==> src/rtl/mux_arb_pkg.sv <==
// Shared definitions for the two-requester round-robin mux arbiter:
// state encoding, default geometry and counter widths.
package mux_arb_pkg;

    typedef enum logic [1:0] {
        ST_IDLE = 2'd0,
        ST_OWN0 = 2'd1,
        ST_OWN1 = 2'd2
    } arb_state_e;

    localparam int unsigned DATA_W_DEF    = 8;
    localparam int unsigned MAX_BURST_DEF = 4;
    localparam int unsigned BURST_W       = 4;
    localparam int unsigned STATS_W       = 16;

endpackage

==> src/rtl/mux_rr_arbiter_if.sv <==
// Requester, output-bus and status signals of the mux arbiter.
// The slave modport is the arbiter side; master is the surrounding environment.
interface mux_rr_arbiter_if #(
    parameter int unsigned DATA_W = mux_arb_pkg::DATA_W_DEF
);
    logic              s0_valid;
    logic [DATA_W-1:0] s0_data;
    logic              s0_ready;
    logic              s1_valid;
    logic [DATA_W-1:0] s1_data;
    logic              s1_ready;
    logic              m_valid;
    logic [DATA_W-1:0] m_data;
    logic              m_ready;
    logic              sel;
    logic              busy;

    modport slave (
        input  s0_valid, s0_data, s1_valid, s1_data, m_ready,
        output s0_ready, s1_ready, m_valid, m_data, sel, busy
    );

    modport master (
        output s0_valid, s0_data, s1_valid, s1_data, m_ready,
        input  s0_ready, s1_ready, m_valid, m_data, sel, busy
    );
endinterface

==> src/rtl/mux_out_reg.sv <==
// One-entry output register with valid/ready handshake; drains and refills
// in the same cycle so the stream runs at one beat per clock.
module mux_out_reg #(
    parameter int unsigned DATA_W = mux_arb_pkg::DATA_W_DEF
) (
    input  logic              clk,
    input  logic              rst_n,
    input  logic              in_valid,
    input  logic [DATA_W-1:0] in_data,
    output logic              in_ready_c,
    output logic              out_valid,
    output logic [DATA_W-1:0] out_data,
    input  logic              out_ready
);

    assign in_ready_c = !out_valid || out_ready;

    // Data is left in place after a drain; only out_valid marks it stale.
    always_ff @(posedge clk or negedge rst_n) begin
        if (!rst_n) begin
            out_valid <= 1'b0;
            out_data  <= '0;
        end else if (in_valid) begin
            out_valid <= 1'b1;
            out_data  <= in_data;
        end else if (out_ready) begin
            out_valid <= 1'b0;
        end
    end

endmodule

==> src/rtl/mux_rr_arbiter.sv <==
// Two-requester round-robin arbiter driving a shared 2:1 mux into a registered
// output, with bounded bursts. Define MUX_RR_ARBITER_STATS_EN for per-requester beat counters.
module mux_rr_arbiter
    import mux_arb_pkg::*;
#(
    parameter int unsigned DATA_W    = DATA_W_DEF,
    parameter int unsigned MAX_BURST = MAX_BURST_DEF
) (
    input  logic                 clk,
    input  logic                 rst_n,
    mux_rr_arbiter_if.slave      bus
`ifdef MUX_RR_ARBITER_STATS_EN
    ,
    output logic [STATS_W-1:0]   gnt_cnt0,
    output logic [STATS_W-1:0]   gnt_cnt1
`endif
);

    arb_state_e          state_q, state_d;
    logic                prio_q, prio_d;
    logic [BURST_W-1:0]  cnt_q, cnt_d;

    logic                slot_free_c;
    logic                own_sel_c;
    logic                own_busy_c;
    logic                own_valid_c;
    logic                other_valid_c;
    logic                accept_c;
    logic                burst_done_c;
    logic                release_c;
    logic [DATA_W-1:0]   mux_data_c;

    assign own_sel_c     = (state_q == ST_OWN1);
    assign own_busy_c    = (state_q != ST_IDLE);
    assign own_valid_c   = own_sel_c ? bus.s1_valid : bus.s0_valid;
    assign other_valid_c = own_sel_c ? bus.s0_valid : bus.s1_valid;
    assign mux_data_c    = own_sel_c ? bus.s1_data  : bus.s0_data;

    assign bus.s0_ready  = (state_q == ST_OWN0) && slot_free_c;
    assign bus.s1_ready  = (state_q == ST_OWN1) && slot_free_c;
    assign bus.sel       = own_sel_c;
    assign bus.busy      = own_busy_c;

    assign accept_c      = own_busy_c && own_valid_c && slot_free_c;
    assign burst_done_c  = accept_c && (cnt_q == BURST_W'(MAX_BURST - 1));
    assign release_c     = own_busy_c && (!own_valid_c || burst_done_c);

    // prio_q names the requester that wins a tie; a releasing owner hands it to the other side.
    always_comb begin
        state_d = state_q;
        prio_d  = prio_q;
        cnt_d   = cnt_q;
        unique case (state_q)
            ST_IDLE: begin
                cnt_d = '0;
                if (bus.s0_valid && bus.s1_valid) begin
                    state_d = prio_q ? ST_OWN1 : ST_OWN0;
                end else if (bus.s0_valid) begin
                    state_d = ST_OWN0;
                end else if (bus.s1_valid) begin
                    state_d = ST_OWN1;
                end
            end
            ST_OWN0, ST_OWN1: begin
                if (release_c) begin
                    cnt_d  = '0;
                    prio_d = !own_sel_c;
                    if (other_valid_c) begin
                        state_d = own_sel_c ? ST_OWN0 : ST_OWN1;
                    end else if (!own_valid_c) begin
                        state_d = ST_IDLE;
                    end
                end else if (accept_c) begin
                    cnt_d = cnt_q + BURST_W'(1);
                end
            end
            default: begin
                state_d = ST_IDLE;
                cnt_d   = '0;
            end
        endcase
    end

    always_ff @(posedge clk or negedge rst_n) begin
        if (!rst_n) begin
            state_q <= ST_IDLE;
            prio_q  <= 1'b0;
            cnt_q   <= '0;
        end else begin
            state_q <= state_d;
            prio_q  <= prio_d;
            cnt_q   <= cnt_d;
        end
    end

    mux_out_reg #(
        .DATA_W (DATA_W)
    ) u_out_reg (
        .clk        (clk),
        .rst_n      (rst_n),
        .in_valid   (accept_c),
        .in_data    (mux_data_c),
        .in_ready_c (slot_free_c),
        .out_valid  (bus.m_valid),
        .out_data   (bus.m_data),
        .out_ready  (bus.m_ready)
    );

`ifdef MUX_RR_ARBITER_STATS_EN
    // Accepted-beat counters per requester, sticking at all-ones.
    always_ff @(posedge clk or negedge rst_n) begin
        if (!rst_n) begin
            gnt_cnt0 <= '0;
            gnt_cnt1 <= '0;
        end else if (accept_c) begin
            if (!own_sel_c && (gnt_cnt0 != '1)) begin
                gnt_cnt0 <= gnt_cnt0 + STATS_W'(1);
            end
            if (own_sel_c && (gnt_cnt1 != '1)) begin
                gnt_cnt1 <= gnt_cnt1 + STATS_W'(1);
            end
        end
    end
`endif

endmodule

==> src/flat_wrapper.sv <==
// flat-port wrapper written by rule: the top's interface ports become plain ports
module mux_rr_arbiter_flat import mux_arb_pkg::*;
#(
    parameter int unsigned DATA_W    = DATA_W_DEF,
    parameter int unsigned MAX_BURST = MAX_BURST_DEF
)
  (clk, rst_n, bus_s0_valid, bus_s0_data, bus_s1_valid, bus_s1_data, bus_m_ready, bus_s0_ready, bus_s1_ready, bus_m_valid, bus_m_data, bus_sel, bus_busy);
  mux_rr_arbiter_if #(.DATA_W(DATA_W)) bus_i ();
  input  logic clk;
  input  logic rst_n;
  input wire logic [$bits(bus_i.s0_valid)-1:0] bus_s0_valid;
  input wire logic [$bits(bus_i.s0_data)-1:0] bus_s0_data;
  input wire logic [$bits(bus_i.s1_valid)-1:0] bus_s1_valid;
  input wire logic [$bits(bus_i.s1_data)-1:0] bus_s1_data;
  input wire logic [$bits(bus_i.m_ready)-1:0] bus_m_ready;
  output wire logic [$bits(bus_i.s0_ready)-1:0] bus_s0_ready;
  output wire logic [$bits(bus_i.s1_ready)-1:0] bus_s1_ready;
  output wire logic [$bits(bus_i.m_valid)-1:0] bus_m_valid;
  output wire logic [$bits(bus_i.m_data)-1:0] bus_m_data;
  output wire logic [$bits(bus_i.sel)-1:0] bus_sel;
  output wire logic [$bits(bus_i.busy)-1:0] bus_busy;
  assign bus_i.s0_valid = bus_s0_valid;
  assign bus_i.s0_data = bus_s0_data;
  assign bus_i.s1_valid = bus_s1_valid;
  assign bus_i.s1_data = bus_s1_data;
  assign bus_i.m_ready = bus_m_ready;
  assign bus_s0_ready = bus_i.s0_ready;
  assign bus_s1_ready = bus_i.s1_ready;
  assign bus_m_valid = bus_i.m_valid;
  assign bus_m_data = bus_i.m_data;
  assign bus_sel = bus_i.sel;
  assign bus_busy = bus_i.busy;
  mux_rr_arbiter #(.DATA_W(DATA_W), .MAX_BURST(MAX_BURST)) u_core (.clk(clk), .rst_n(rst_n), .bus(bus_i));
endmodule
==> config.mk <==
export PLATFORM = sky130hd
export DESIGN_NAME = mux_rr_arbiter_flat
export DESIGN_NICKNAME = d
export VERILOG_FILES = /design/src/rtl/mux_arb_pkg.sv /design/src/rtl/mux_rr_arbiter_if.sv /design/src/rtl/mux_out_reg.sv /design/src/rtl/mux_rr_arbiter.sv /design/src/flat_wrapper.sv
export SDC_FILE = /design/constraint.sdc
export NUM_CORES = 1
export LEC_CHECK = 0
export ABC_AREA = 1
export CAP_MARGIN = 5
export CELL_PAD_IN_SITES_DETAIL_PLACEMENT = 1
export CELL_PAD_IN_SITES_GLOBAL_PLACEMENT = 1
export CORE_AREA = 2 2 58 60
export DETAILED_ROUTE_END_ITERATION = 10
export DIE_AREA = 0 0 60 62
export PLACE_DENSITY = 0.8
export SYNTH_ARGS = -nofsm -noshare
export SYNTH_HDL_FRONTEND = slang
export SYNTH_SLANG_ARGS = --single-unit
export TNS_END_PERCENT = 10
==> constraint.sdc <==
create_clock -name clk -period 3.45 [get_ports clk]
set_input_delay 1.035 -clock clk [delete_from_list [all_inputs] [get_ports clk]]
set_output_delay 1.035 -clock clk [all_outputs]
set_load 0.005 [all_outputs]
==> results of run 1 <==
metal layers:
layer / share of wire (%) / vias to the layer above
met2: 47 / 29
met4: 0.45 / 0
met5: 0 / -
met1: 47 / 437
met3: 6.0 / 2
li1: - / 464
area by class of cell:
class / instances / area (sq um) / area share [%]
timing repair buffer: 35 / 345 / 24.8
inverter: 11 / 41.3 / 2.96
multi-input combinational: 93 / 512 / 36.7
clock buffer: 4 / 36.3 / 2.61
sequential: 16 / 400 / 28.8
tap: 46 / 57.6 / 4.13
power by group:
| part | switching (mW) | internal [mW] | total, mW |
|---|---|---|---|
| sequential | 0.0429 | 0.261 | 0.304 |
| clock | 0.0646 | 0.0642 | 0.129 |
| combinational | 0.344 | 0.288 | 0.633 |
stage by stage:
step | worst slack [ns] | hold WS, ns | std cells
detailed placement | 0.154 | 0.479 | 201
CTS | 0.148 | 0.504 | 205
global placement | 0.154 | 0.465 | 201
finish | 0.164 | 0.493 | 205
global route | 0.0870 | 0.521 | 205
floorplan | 1.06 | 0.442 | 125
worst paths after layout:
| path | startpoint | to | slack (ns) | cells after the start |
|---|---|---|---|---|
| worst min-delay path | u_core.u_out_reg.out_data[4] | u_core.u_out_reg.out_data[4] | 0.49 | 2 |
| worst min register to register | u_core.u_out_reg.out_data[4] | u_core.u_out_reg.out_data[4] | 0.49 | 2 |
| worst max-delay path | bus_m_ready | bus_s0_ready | 0.16 | 6 |
| min in group asynchronous | rst_n | u_core.cnt_q[1] | 1.17 | 1 |
| max in group asynchronous | rst_n | u_core.u_out_reg.out_data[3] | 1.80 | 1 |
| worst max register to register | u_core.state_q[0] | u_core.cnt_q[3] | 1.57 | 11 |
state kept, by name, summed over array words and instances (netlist names):
| signal | count |
|---|---|
| u_core.prio_q | 1 |
| u_core.cnt_q | 4 |
| u_core.state_q | 2 |
| u_core.u_out_reg.out_valid | 1 |
| u_core.u_out_reg.out_data | 8 |
cells in the final DEF, fill, tap and decap left out, drive strengths merged:
| cell | instances |
|---|---|
| clkbuf | 4 |
| nand4 | 2 |
| nor3 | 1 |
| nor2 | 23 |
| dfrtp | 16 |
| nand3 | 9 |
| xor2 | 1 |
| nand2 | 39 |
| clkdlybuf4s50 | 33 |
| o21ai | 1 |
| ha | 5 |
| buf | 2 |
| a21oi | 4 |
| inv | 11 |
| o31ai | 8 |
critical path, stage by stage:
cell and delay [ns]:
clkdlybuf4s50_1 0.45, inv_1 0.04, nand2_1 0.07, inv_1 0.07, nor2_1 0.08, clkdlybuf4s50_1 0.51
logic make-up after synthesis:
family,Yosys count
simple gates,74
buf+inv,16
flops,16
compound gates,13
fa+ha+maj,5
xor+xnor,1
==> results by group, run 1 <==
GRT
  – GRT Max-Usage Layer: met2
  – Total gr overflow: 0
  – Met3 usage: 4.55%
  – Initial antenna violation count: 0
  – First-pass GRT wire length: 4.26 mm
  – Vias in the first global route: 929
  – Met2 Use GR: 26.9%
  – Gr usage total: 15.3%
  – Met1 usage: 19.4%
  – Largest net degree at the start of global routing: 22

Timing
  – Fin crit share: 95.3%
  – Maximum clock rate: 0.304 GHz
  – Slew Limit Fails: 0
  – Final hold vios: 0
  – Rel. slew slack: 49.9%
  – Clock Skew: 0.00915 ns
  – Setup TNS: 0 ns
  – Slew at the pin closest to its max-slew limit: 0.749 ns
  – Final setup viols: 0
  – RSZ-0062 raised after global routing: no
  – Min cycle time layout: 3.29 ns

Clocking
  – Clock transition at path regs: 0.10 ns
  – # clock sinks: 16
  – CTS H-tree lvls: 1
  – Clock Tree Buf Depth: 2
  – Root Buffer Master: clkbuf_4
  – CTS tree: yes
  – TritonCTS Buffers: 3
  – Hold buffer count at cts: 0
  – Setup bufs post-CTS: 0
  – Worst skew pair latency: 0.29 ns
  – Post_cts resized: 0

Synth
  – Seq cells post-synth: 16
  – Leading area contributor after synthesis: dfrtp_1
  – XOR/XNOR Fraction of Synth Area: 0.879%
  – Synth Instances: 125
  – Yosys warnings: 0
  – Mux contribution to synthesized area: 0%
  – Compound-Gate Fraction of Synth Area: 12.6%
  – Unique masters post-synth: 18
  – Synth top cells by count: nand2_1, nor2_1, dfrtp_1, inv_1
  – Main synth FF type: dfrtp_1
  – Synth Area in Simple Gates: 31.7%
  – Synthesized area per cell: 7.97 sq um
  – Top-count cell post-synth: nand2_1
  – Largest family of logic cells by synthesized area: simple AND/OR/NAND/NOR gates
  – Asr flop ratio synth: 100%
  – Post-Synth Adder-Cell Area: 6.28%
  – Post-Syn Area: 996 sq um
  – Syn_nets: 151
  – Area contributors post-synth: dfrtp_1, nand2_1, o31ai_2, nor2_1, ha_1
  – Yosys top cell area share: 40.2%
  – Sequential area share after synthesis: 40.2%
  – EDFF count, synth: 0

Pwr
  – Leak Pwr: 0.660 nW
  – PnR Total Power: 1.07 mW
  – Power Dens Cells: 765 nW/um^2
  – Max IR drop VDD: 0.362 mV

Floorplan
  – Die H: 62 microns
  – Die ar.: 3720 sq um
  – Starting Density: 31.3%
  – Die W: 60 microns
  – Std-Cell Rows: 21
  – IO Count: 34
  – CORE AREA: 3180 sq um

Route
  – Vias/cell: 4.55
  – Avg WL per Cell: 12.9 microns
  – DR DRC count: 0
  – Drt pass-1 iters: 3
  – Total vias in the final route: 932
  – ANT nets after route: 0
  – Routed wire length: 2.64 mm
  – 1st-iter DRT viols: 37

Layout
  – Fin util: 43.8%
  – P&R area growth vs syn: 39.8%
  – Final Cell Area: 1390 sq um
  – Final #Nets: 186
  – Ant diodes: 0
  – Share of cells above drive strength 1: 12.6%
  – Fillers: 403

Run
  – Max-Cap Viols: 0

Placed design
  – Final Wtd Congestion: 0.777
  – Port Buffer Count: 33
  – Post-DP Area: 1360 sq um
  – Post-DP HPWL: 2.03 mm

Setup path
  – Worst EP arrival: 2.25 ns
  – Crit path capture type: output pin
  – Crit path max fanout: 2
  – Type of the worst setup path: primary input to output pin
  – Startpoint Class: primary input
  – WP data required: 2.41 ns

Run status
  – Status: complete, no violations

Worst hold path
  – Worst Hold Class: flip-flop to flip-flop
No activity file was read; power rests on OpenSTA's default activity.
==> inputs of run 2 (changes only) <==
- CORE_AREA: 2 2 58 60 -> 2 2 63 65
- DIE_AREA: 0 0 60 62 -> 0 0 65 67
- PLACE_DENSITY: 0.8 -> 0.72
- clock period: 3.45 -> 2.6 ns (I/O delays scaled with it)
==> run 2 against run 1 <==
Against the previous run: cell count rose by 2.0%; power rose by 39%; sequential share of layout area fell by 0.73 points; sequential power rose by 34%; global-route usage fell by 1.9 points; highest routed layer unchanged.
==> results by group, run 2 (same netlist as run 1, synthesis figures left out) <==
Run status
  – Status: complete, no violations

Setup path
  – Type of the worst setup path: primary input to output pin
  – Crit path from: bus_m_ready
  – Crit path max fanout: 2 (unchanged)
  – Crit path capture type: output pin
  – WP data required: 1.82 ns (-0.59 ns)
  – Max stage delay on crit path: 0.45 ns (-0.06 ns)
  – Slowest-stage cell, CP: clkdlybuf4s50_1
  – Cell mode on critical path: inv_1
  – Worst EP arrival: 1.71 ns (-0.54 ns)
  – Worst path cell trace: clkdlybuf4s50_1 -> inv_1 -> nand2_1 -> inv_1 -> nor2_1 -> clkdlybuf4s15_1
  – Startpoint Class: primary input
  – Worst r2r src: u_core.state_q[0]

Placed design
  – Post-DP HPWL: 2.15 mm (+6.0%)
  – Placed Instances: 205 (+2.0%)
  – Post-DP Area: 1370 sq um (+1.3%)
  – Final Wtd Congestion: 0.834 (+7.3%)
  – Port Buffer Count: 33 (unchanged)
  – DP Worst Slack: -0.208 ns (-0.363 ns)

Route
  – ANT nets after route: 0 (unchanged)
  – Avg WL per Cell: 13.0 microns (+1.0%)
  – 1st-iter DRT viols: 19 (-49%)
  – Drt pass-1 iters: 4 (+1)
  – Routed wire length: 2.72 mm (+3.0%)
  – DR DRC count: 0 (unchanged)
  – Total vias in the final route: 971 (+4.2%)
  – Vias/cell: 4.65 (+2.2%)

GRT
  – Gr usage total: 13.5% (-1.9 points)
  – Largest net degree at the start of global routing: 22 (unchanged)
  – Vias in the first global route: 1064 (+15%)
  – Total gr overflow: 0 (unchanged)
  – Initial antenna violation count: 0 (unchanged)
  – First-pass GRT wire length: 4.52 mm (+6.0%)

Pwr
  – Clk network pwr share: 14.7% (+2.6 points)
  – Sw frac: 41.3% (-1.1 points)
  – Gate power share: 57.7% (-1.7 points)
  – Pint: 869 uW (+42%)
  – Sequential share of power: 27.6% (-0.9 points)
  – Net Switching: 611 uW (+35%)
  – PnR Total Power: 1.48 mW (+39%)
  – Max IR drop VDD: 0.639 mV (+77%)
  – Power Dens Cells: 1040 nW/um^2 (+35%)
  – Leak Pwr: 0.679 nW (+2.9%)

Layout
  – Max FFs per register: 8 (unchanged)
  – Most frequent cells in the layout: nand2_1, clkdlybuf4s50_1, nor2_1
  – Most common cell after layout, fill and taps aside: nand2_1
  – Final Cell Area: 1430 sq um (+2.6%)
  – Share of cells above drive strength 1: 13.7% (+1.1 points)
  – P&R area growth vs syn: 43.5%
  – Layout Cells excl Fill: 209 (+2.0%)
  – Reg with most FFs: u_core.u_out_reg.out_data
  – Final #Nets: 188 (+1.1%)
  – Ant diodes: 0 (unchanged)
  – Largest registers: u_core.u_out_reg.out_data: 8 flops, u_core.cnt_q: 4 flops, u_core.state_q: 2 flops
  – Fin util: 39.6% (-4.2 points)

Floorplan
  – Starting Density: 27.6% (-3.7 points)
  – Die W: 65 microns (+8.3%)
  – Die H: 67 microns (+8.1%)
  – Die ar.: 4360 sq um (+17%)
  – CORE AREA: 3610 sq um (+13%)
  – IO Count: 34 (unchanged)
  – Std-Cell Rows: 22 (+4.8%)

Timing
  – Fin crit share: 95.9%
  – Final setup viols: 0 (unchanged)
  – Final hold vios: 0 (unchanged)
  – Setup TNS: 0 ns (unchanged)
  – Worst Hold Slack: 0.485 ns (-0.00866 ns)
  – Final worst slack: 0.108 ns (-0.0563 ns)
  – Maximum clock rate: 0.401 GHz
  – Rel. slew slack: 79.5% (+30 points)
  – Min cycle time layout: 2.49 ns
  – Slew Limit Fails: 0 (unchanged)
  – Clock Skew: 0.00286 ns (-0.00629 ns)
  – RSZ-0062 raised after global routing: no
  – Slew at the pin closest to its max-slew limit: 0.308 ns (-0.441 ns)

Clocking
  – Worst skew pair latency: 0.24 ns (-0.05 ns)
  – TritonCTS Buffers: 3 (unchanged)
  – Root Buffer Master: clkbuf_8
  – Hold buffer count at cts: 0 (unchanged)
  – # clock sinks: 16 (unchanged)
  – Setup bufs post-CTS: 0 (unchanged)
  – Clock transition at path regs: 0.06 ns (-0.04 ns)
  – CTS tree: yes
  – Clock Tree Buf Depth: 2 (unchanged)
  – CTS H-tree lvls: 1 (unchanged)

Worst hold path
  – Worst Hold Class: flip-flop to flip-flop
  – Min-delay src: u_core.u_out_reg.out_data[0]

Run
  – Max-Cap Viols: 0 (unchanged)
run 2: what timing repair did:
| action | CTS | global route |
|---|---|---|
| gates resized for setup | 2 | 2 |
| setup endpoints to repair | 2 | 2 |
| cloned | 0 | 0 |
| endpoints found under the hold margin | 0 | 0 |
run 2: cell type report:
class / count / area [sq um]
clock buffer: 4 / 55.1
fill: 433 / 2180
inverter: 11 / 41.3
multi-input combinational: 93 / 512
sequential: 16 / 400
tap: 48 / 60.1
timing repair buffer: 37 / 360
run 2: worst max-delay path, delay by kind of cell:
family / cells / cell delay (ns)
buffers and inverters: 4 / 0.76
and+or+nand+nor: 2 / 0.17
run 2: final timing paths:
kind / to / slack, ns / cells after the start
max in group asynchronous: u_core.cnt_q[2] / 1.56 / 2
worst max register to register: u_core.cnt_q[3] / 0.67 / 11
worst max-delay path: bus_s1_ready / 0.11 / 6
worst min register to register: u_core.u_out_reg.out_data[0] / 0.48 / 2
worst min-delay path: u_core.u_out_reg.out_data[0] / 0.48 / 2
min in group asynchronous: u_core.u_out_reg.out_data[1] / 0.85 / 2
run 2: layer usage:
layer,part of all wire [%],track usage (%),vias to the layer above,wire length [microns]
li1,-,-,469,-
met1,43,15.0,467,1180
met2,49,25.0,31,1340
met3,6.3,2.87,4,172
met4,1.1,4.79,0,29
met5,0,0,-,0
run 2: power groups by stage:
stage	sequential [mW]	clock, mW	combinational (mW)
floorplan	0.409	0	0.532
global placement	0.406	0	0.835
detailed placement	0.412	0	0.873
CTS	0.409	0.225	0.868
global route	0.422	0.231	0.944
finish	0.408	0.218	0.855
==> inputs of run 3 (changes only) <==
- CORE_AREA: 2 2 63 65 -> 3 3 64 66
- DIE_AREA: 0 0 65 67 -> 0 0 67 69
==> run 3 against run 2 <==
Against the previous run: combinational power fell by 0.6%; hold slack improved by 0.0051 ns; via count shrank 1.0%; first-iteration DRC count increased by 21%; cell count unchanged; highest routed layer unchanged.
==> results by group, run 3 (same netlist as run 1, synthesis figures left out) <==
Setup path
  – Crit path max fanout: 2 (unchanged)
  – Worst r2r path cells: 12 (+1)
  – Crit path capture type: output pin
  – Reg-to-reg endpoint: u_core.cnt_q[3]
  – Crit path max-delay family: buffers and inverters
  – WP data required: 1.82 ns (about the same)
  – Type of the worst setup path: primary input to output pin
  – Startpoint Class: primary input
  – Slowest-stage cell, CP: clkdlybuf4s50_1
  – Bufs and invs on worst path: 4 (unchanged)
  – Reg-to-reg setup timing slack: 0.75 ns (+0.08 ns)
  – Worst EP arrival: 1.71 ns (about the same)
  – Max stage delay on crit path: 0.46 ns (about the same)
  – Cell mode on critical path: inv_1
  – Worst r2r src: u_core.state_q[0]
  – Worst path cell trace: clkdlybuf4s50_1 -> inv_1 -> nand2_1 -> inv_1 -> nor2_1 -> clkdlybuf4s15_1

Route
  – Total vias in the final route: 961 (-1.0%)
  – Drt pass-1 iters: 2 (-2)
  – DR DRC count: 0 (unchanged)
  – Avg WL per Cell: 13.6 microns (+4.1%)
  – Routed wire length: 2.83 mm (+4.1%)
  – ANT nets after route: 0 (unchanged)
  – Vias/cell: 4.60 (-1.0%)
  – 1st-iter DRT viols: 23 (+4)

Pwr
  – PnR Total Power: 1.49 mW (+0.34%)
  – Max IR drop VDD: 0.542 mV (-15%)
  – Power Dens Cells: 1040 nW/um^2 (+0.34%)
  – Leak Pwr: 0.679 nW (unchanged)

Timing
  – Min cycle time layout: 2.49 ns (-0.000432 ns)
  – Slew at the pin closest to its max-slew limit: 0.302 ns (-0.00503 ns)
  – Clock Skew: 0.00307 ns (+0.000209 ns)
  – Maximum clock rate: 0.401 GHz (about the same)
  – Fin crit share: 95.8% (about the same)
  – Setup TNS: 0 ns (unchanged)
  – Slew Limit Fails: 0 (unchanged)
  – Rel. slew slack: 79.8% (+0.34 points)
  – Final hold vios: 0 (unchanged)
  – Final setup viols: 0 (unchanged)
  – RSZ-0062 raised after global routing: no

Layout
  – Most frequent cells in the layout: nand2_1, clkdlybuf4s50_1, nor2_1
  – Most common cell after layout, fill and taps aside: nand2_1
  – Ant diodes: 0 (unchanged)
  – Share of cells above drive strength 1: 13.7% (unchanged)
  – Largest registers: u_core.u_out_reg.out_data: 8 flops, u_core.cnt_q: 4 flops, u_core.state_q: 2 flops
  – Reg with most FFs: u_core.u_out_reg.out_data
  – Final #Nets: 188 (unchanged)
  – Max FFs per register: 8 (unchanged)
  – P&R area growth vs syn: 43.5% (unchanged)

Worst hold path
  – Min-delay src: u_core.u_out_reg.out_data[0]
  – Hold Path End: u_core.u_out_reg.out_data[0]
  – Worst Hold Class: flip-flop to flip-flop
  – Depth of the worst hold-timing path: 2 (unchanged)

GRT
  – Gr usage total: 13.5% (+0.029 points)
  – First-pass GRT wire length: 4.84 mm (+7.2%)
  – Initial antenna violation count: 0 (unchanged)
  – Vias in the first global route: 1071 (+0.66%)
  – Total gr overflow: 0 (unchanged)
  – Largest net degree at the start of global routing: 22 (unchanged)

Clocking
  – CTS tree: yes
  – CTS H-tree lvls: 1 (unchanged)
  – Clock Tree Buf Depth: 2 (unchanged)
  – Worst skew pair latency: 0.26 ns (+0.02 ns)
  – Clock transition at path regs: 0.07 ns (about the same)
  – TritonCTS Buffers: 3 (unchanged)
  – Hold buffer count at cts: 0 (unchanged)
  – # clock sinks: 16 (unchanged)
  – Root Buffer Master: clkbuf_8

Floorplan
  – Die W: 67 microns (+3.1%)
  – Die ar.: 4620 sq um (+6.2%)
  – Die H: 69 microns (+3.0%)
  – Starting Density: 27.4% (-0.21 points)
  – IO Count: 34 (unchanged)
  – CORE AREA: 3630 sq um (+0.76%)
  – Std-Cell Rows: 22 (unchanged)

Placed design
  – Post-DP HPWL: 2.17 mm (+0.66%)
  – Port Buffer Count: 33 (unchanged)
  – Final Wtd Congestion: 0.812 (-2.6%)

Run status
  – Status: complete, no violations

Run
  – Max-Cap Viols: 0 (unchanged)
run 3: area by class of cell:
class                           count  area (sq um)
Inverter                           11          41.3
Tap cell                           48          60.1
Sequential cell                    16           400
Multi-Input combinational cell     93           512
Fill cell                         460          2200
Clock buffer                        4          55.1
Timing Repair Buffer               37           360
run 3: per-stage QoR:
step	cell area (sq um)	worst slack (ns)	hold WS, ns	util, %	std cells
detailed placement	1370	-0.195	0.481	37.8	205
floorplan	996	0.699	0.442	-	125
CTS	1430	0.0657	0.496	39.3	209
global placement	1370	-0.194	0.464	37.8	205
finish	1430	0.108	0.490	39.3	209
global route	1430	0.00274	0.503	39.3	209
run 3: worst max-delay path by stage:
| stage | startpoint | slack [ns] | to | cells after the start |
|---|---|---|---|---|
| final | bus_m_ready | 0.11 | bus_s0_ready | 6 |
| after global routing | bus_m_ready | 0.003 | bus_s1_ready | 6 |
| after CTS | bus_m_ready | 0.07 | bus_s1_ready | 6 |
| after detailed placement | bus_m_ready | -0.20 | bus_s1_ready | 6 |
| after global placement | bus_m_ready | -0.19 | bus_s1_ready | 6 |
| after floorplan | u_core.state_q[0] | 0.70 | bus_s1_ready | 5 |
run 3: power breakdown:
group / internal, mW / leakage (nW) / switching, mW
logic: 0.387 / 0.446 / 0.462
registers: 0.348 / 0.205 / 0.0585
clock network: 0.135 / 0.0288 / 0.0951
run 3: repair_timing:
action                     CTS  global route
setup endpoints to repair    2             2
pin swaps                    0             0
setup buffers                0             0
gates resized for setup      2             2
run 3: tightest hold or removal path, cell delays in order (launching register included):
cell     delay, ns
dfrtp_1       0.34
nand2_1       0.06
o31ai_2       0.05
run 3: layer usage:
layer / vias to the layer above / part of all wire [%] / routed length (microns) / track usage, %
met5: - / 0 / 0 / 0
met4: 0 / 1.6 / 44 / 6.08
met3: 5 / 4.9 / 139 / 1.95
met2: 29 / 47 / 1340 / 21.8
met1: 458 / 46 / 1310 / 17.3
li1: 469 / - / - / -
